## config.mk

```make
export PLATFORM = sky130hd
export DESIGN_NAME = node
export DESIGN_NICKNAME = d
export VERILOG_FILES = /design/src/rtl/node_pkg.sv /design/src/rtl/node_fx_sat.sv /design/src/rtl/node.sv
export SDC_FILE = /design/constraint.sdc
export NUM_CORES = 1
export LEC_CHECK = 0
export CELL_PAD_IN_SITES_DETAIL_PLACEMENT = 0
export CELL_PAD_IN_SITES_GLOBAL_PLACEMENT = 2
export CORE_MARGIN = 2
export CORE_UTILIZATION = 36
export DETAILED_ROUTE_END_ITERATION = 10
export PLACE_DENSITY_LB_ADDON = 0.1
export SETUP_SLACK_MARGIN = 0.3
export SLEW_MARGIN = 20
export SYNTH_ARGS = -nofsm -noshare
export SYNTH_HDL_FRONTEND = slang
export SYNTH_SLANG_ARGS = --single-unit
```

## constraint.sdc

```tcl
create_clock -name clk -period 8.42 [get_ports clk]
set_clock_uncertainty 0.2 [all_clocks]
set_input_delay 1.684 -clock clk [delete_from_list [all_inputs] [get_ports clk]]
set_output_delay 1.684 -clock clk [all_outputs]
set_load 0.1 [all_outputs]
```

## src/rtl/node_pkg.sv

```systemverilog
// Shared Q16.16 fixed-point types, constants and saturation
// for the node chain.
package node_pkg;

    typedef logic signed [31:0] fx_t;
    typedef logic signed [35:0] fx_wide_t;

    localparam fx_t FX_ONE = 32'sh0001_0000;
    localparam fx_t FX_MAX = 32'sh7FFF_FFFF;
    localparam fx_t FX_MIN = 32'sh8000_0000;

    // Clamp a wide signed sum back into the Q16.16 range.
    function automatic fx_t fx_sat(input fx_wide_t v);
        if (v > fx_wide_t'(FX_MAX))
            return FX_MAX;
        else if (v < fx_wide_t'(FX_MIN))
            return FX_MIN;
        else
            return fx_t'(v[31:0]);
    endfunction

endpackage

```

## src/rtl/node_fx_sat.sv

```systemverilog
// Verlet position step for one axis: sat(2*cur - prev + accel).
// Ports: cur, prev, accel (Q16.16 in), result (Q16.16 out).
module node_fx_sat
    import node_pkg::*;
(
    input  fx_t cur,
    input  fx_t prev,
    input  fx_t accel,
    output fx_t result
);

    fx_wide_t sum;

    // 36 bits hold the worst case |2*cur| + |prev| + |accel| = 2^33.
    always_comb begin
        sum    = (fx_wide_t'(cur) <<< 1)
               - fx_wide_t'(prev)
               + fx_wide_t'(accel);
        result = fx_sat(sum);
    end

endmodule

```

## src/rtl/node.sv

```systemverilog
// One mass point of a Verlet rope: integrates under gravity and
// accepts constraint-corrected positions from an external solver.
// Ports: clk, reset (async, active-high), integrate_en,
//   constrain_en, x_enforced/y_enforced (Q16.16 in),
//   x_pos/y_pos (Q16.16 out, registered), finish.
module node
    import node_pkg::*;
#(
    parameter int  INDEX     = 0,
    parameter fx_t SPACING   = FX_ONE,
    parameter fx_t GRAVITY   = 32'shFFFF_FF00,
    parameter bit  PINNED    = 1'b0,
    parameter int  MAX_STEPS = 1024
) (
    input  logic        clk,
    input  logic        reset,
    input  logic        integrate_en,
    input  logic        constrain_en,
    input  logic [31:0] x_enforced,
    input  logic [31:0] y_enforced,
    output logic [31:0] x_pos,
    output logic [31:0] y_pos,
    output logic        finish
);

    localparam int CW = $clog2(MAX_STEPS + 1);
    localparam logic [63:0] X_PROD = 64'(INDEX) * 64'(SPACING);
    localparam fx_t X_RST = fx_t'(X_PROD[31:0]);
    localparam logic [CW-1:0] CNT_MAX = CW'(MAX_STEPS);

    fx_t x_prev;
    fx_t y_prev;
    fx_t x_next;
    fx_t y_next;
    logic [CW-1:0] step_cnt;
    logic [CW-1:0] cnt_inc;
    logic do_int;

    // Constrain wins over integrate; a finished node stops integrating.
    assign do_int  = integrate_en & ~constrain_en & ~finish;
    assign cnt_inc = step_cnt + 1'b1;

    node_fx_sat u_sat_x (
        .cur    (fx_t'(x_pos)),
        .prev   (x_prev),
        .accel  ('0),
        .result (x_next)
    );

    node_fx_sat u_sat_y (
        .cur    (fx_t'(y_pos)),
        .prev   (y_prev),
        .accel  (GRAVITY),
        .result (y_next)
    );

    always_ff @(posedge clk or posedge reset) begin
        if (reset) begin
            x_pos    <= X_RST;
            x_prev   <= X_RST;
            y_pos    <= '0;
            y_prev   <= '0;
            step_cnt <= '0;
            finish   <= 1'b0;
        end else begin
            // A pinned node keeps its reset position but still counts.
            if (!PINNED) begin
                if (constrain_en) begin
                    x_pos <= x_enforced;
                    y_pos <= y_enforced;
                end else if (do_int) begin
                    x_pos  <= x_next;
                    y_pos  <= y_next;
                    x_prev <= x_pos;
                    y_prev <= y_pos;
                end
            end
            // Gating on finish keeps the counter saturated at MAX_STEPS.
            if (do_int) begin
                step_cnt <= cnt_inc;
                finish   <= (cnt_inc == CNT_MAX);
            end
        end
    end

endmodule

```

==> impl_metrics.csv <==
group,metric,value,unit
status,status,"finished clean",
sta,rsz0062_at_grt,"no",
finish,layout.nets,1628,
synth,syn_avg_cell_area,7.81,µm²
synth,ys_async_sr_fraction,100,%
grt,grt_max_degree,80,
sta,final-setup-viol-count,0,
cts,cts_buffers,17,
cts,post_cts_buffers,0,
die,dieArea,0.0319,mm²
synth,yosysUniqueCellTypes,88,
synth,synth_nets,1542,
sta,worstMarginPinSlew,1050,ps
cts,cts_resized,0,
grt,grtUsageTotal,22.6,%
drt,routed_via_density,5.46,
sta,slew_headroom,29.5,%
critical_path,worst_ep_required_time,8530,ps
hold_path,hold_path.class,"reg2reg",
cts,cts.clk_slew.worst_paths,70,ps
synth,netlist_area,0.0110,mm²
critical_path,worst-path-max-fanout,19,
critical_path,worst_ep_arrival_time,5110,ps
finish,num_antenna_cells,0,
cts,clock-sinks,140,
power_and_ir_drop,totalPowerFinal,2.19,mW
synth,ys_seq_elements,140,
critical_path,cp_cell_sequence,"fa_1, a211oi_2, o21a_1, o21ai_1, xnor2_1, ha_1, and3_1, o2111ai_1, nor2_1, or4b_1, nor4_1, nor3_1, nor2_2, buf_4, a21oi_1",
grt,grt_util_met1,35.0,%
cts,cts_hold_buf,0,
die,die_height,179,µm
drt,drt_iter0_drc,587,
grt,grt_use_met2,32.9,%
critical_path,rr_worst_depth,15,
placed_design,placement.io_buffers,132,
die,core_area,0.0299,mm²
sta,hold_viol,0,
critical_path,crit_type,"reg2reg",
die,die_w,179,µm
synth,synth_ff_type,"dfrtp_1",
synth,synth_edf_count,0,
critical_path,reg2reg_from,"y_pos[0]$_DFFE_PP0P_",
hold_path,min_path_cells,1,
finish,drive_above_1_share,5.65,%
sta,setup_tns,0,ps
drt,wirelength,35400,µm
critical_path,r2r_setup_slack,3420,ps
critical_path,crit_family,"simple AND/OR/NAND/NOR gates",
cts,cts_tree,"done",
grt,grt_antenna_before_repair,0,
placed_design,hpwl,26100,µm
critical_path,cp-start-kind,"flop",
power_and_ir_drop,power_leakage,5.97,nW
synth,synthCells,1406,
synth,yosysWarnings,0,
drt,drt-wirelength-per-cell,18.7,µm
critical_path,rr_endpoint,"y_pos[9]$_DFFE_PP0P_",
drt,firstDrtPassIters,5,
sta,final.period_utilization,59.4,%
power_and_ir_drop,power_density,166,mW/mm²
grt,grt_pass1_vias,9830,
critical_path,crit_slowest_cell,"fa_1",
grt,grt_util_met3,3.46,%
cts,clkLatencyLatePin,440,ps
finish,finalInstanceArea,0.0132,mm²
grt,busiest_layer,"met1",
grt,grt_first_pass_wirelength,55900,µm
drt,vias,10300,
die,ios,133,
critical_path,slowest_delay,500,ps
cts,cts-root-buf,"clkbuf_16",
sta,fmax,200,MHz
power_and_ir_drop,ir_worst_vdd,105,µV
drt,ant_nets,0,
finish,area_delta_synth_final,20.0,%
cts,htree_levels,4,
sta,min_period,5000,ps
placed_design,gp_congestion,0.888,
synth,ys_seq_area_share,31.9,%
cts,cts_buffer_depth,2,
drt,route.detailed.drc,0,
critical_path,end_kind,"flop",
run,maxCapViolCount,0,
sta,drv_slew,0,
die,initial_core_util,36.8,%
grt,grt_overflow,0,
hold_path,hp-start,"step_cnt[10]$_DFFE_PP0P_",
die,rows,63,
placed_design,placed_area,0.0126,mm²
critical_path,critPathBufInv,1,
hold_path,min_to,"step_cnt[10]$_DFFE_PP0P_",
## kinds of logic after synthesis
group           share of synthesized area [%]
mux                                     0.307
flops                                    31.9
buf+inv                                  6.21
fa+ha+maj                                7.88
xor+xnor                                 5.42
simple gates                             21.9
compound gates                           26.3
## registers in the layout (all words and copies together) (netlist names)
register / cells
x_pos: 32
x_prev: 32
y_pos: 32
y_prev: 32
step_cnt: 11
finish: 1
## placed cells by master, fill, tap and decap left out, types with 4 or more instances in the layout
cell	instances
nand2_1	195
dfrtp_1	140
nor2_1	132
clkdlybuf4s50_1	131
a21oi_1	128
o21ai_0	101
inv_1	93
ha_1	66
nor3_1	43
xnor2_1	38
nand3_1	37
a21o_1	35
xor2_1	30
nand4_1	20
nand2b_1	19
a211oi_1	19
o211ai_1	17
clkbuf_16	17
and2_1	16
a221oi_1	14
o21ai_1	13
o21a_1	13
o31ai_1	11
and3_1	10
buf_4	10
nor2b_1	9
or3_1	7
a221o_1	6
a21oi_2	5
nor4_1	5
a22oi_1	5
a211o_1	5
a31oi_1	5
inv_6	5
o21bai_1	4
o31a_1	4
or2_2	4
inv_8	4
## layout make-up
cell class	count	area [µm²]
Fill cell	3029	16700
Clock inverter	15	200
Clock buffer	17	425
Timing Repair Buffer	141	1390
Sequential cell	140	3500
Multi-Input combinational cell	1098	6820
Tap cell	390	488
Inverter	94	358
## power breakdown
group,leakage (nW),internal [mW],switching (mW)
Clock,0.307,0.479,0.358
Combinational,4.18,0.181,0.432
Sequential,1.48,0.702,0.0420
## how the worst max path moves through the flow
stage | cells after the start | end | start
finish | 15 | y_pos[9]$_DFFE_PP0P_ | y_pos[0]$_DFFE_PP0P_
global route | 15 | y_pos[9]$_DFFE_PP0P_ | y_pos[0]$_DFFE_PP0P_
detailed placement | 7 | y_pos[9]$_DFFE_PP0P_ | integrate_en
global placement | 7 | y_pos[9]$_DFFE_PP0P_ | integrate_en
CTS | 15 | y_pos[9]$_DFFE_PP0P_ | y_pos[0]$_DFFE_PP0P_
floorplan | 1 | finish$_DFFE_PP0P_ | reset
## Yosys cell counts, types with 6 or more instances
cell | count | area (µm²)
xor2_1 | 30 | 263
a221oi_1 | 14 | 123
nand4_1 | 20 | 125
a21o_1 | 35 | 263
buf_2 | 19 | 95.1
and2_1 | 16 | 100
a221o_1 | 6 | 60.1
a21oi_1 | 128 | 641
nor3_1 | 43 | 215
o21ai_0 | 101 | 505
inv_1 | 94 | 353
o21a_1 | 13 | 97.6
or3_1 | 7 | 43.8
clkbuf_1 | 48 | 180
and3_1 | 10 | 62.6
ha_1 | 66 | 826
o31ai_1 | 11 | 82.6
dfrtp_1 | 140 | 3500
o21ai_1 | 13 | 65.1
nor2b_1 | 10 | 62.6
a211oi_1 | 19 | 143
xnor2_1 | 38 | 333
o211ai_1 | 17 | 128
nand2b_1 | 19 | 119
nand3_1 | 37 | 185
nand2_1 | 195 | 732
nor2_1 | 134 | 503
## stage by stage
step | utilization (%) | instances | worst slack [ps] | hold slack [ps]
after floorplan | - | 1406 | 2780 | 261
after global placement | 42.0 | 1863 | 3420 | 275
after detailed placement | 42.0 | 1863 | 3350 | 280
after CTS | 44.1 | 1895 | 3370 | 293
after global routing | 44.1 | 1895 | 3050 | 316
final | 44.1 | 1895 | 3420 | 289
## metal layers
metal / part of all wire (%) / wire [µm]
met1: 52 / 18500
met2: 42 / 14800
met3: 4.9 / 1740
met4: 1.0 / 357
met5: 0 / 0
Power figures use the tool's default switching activity.
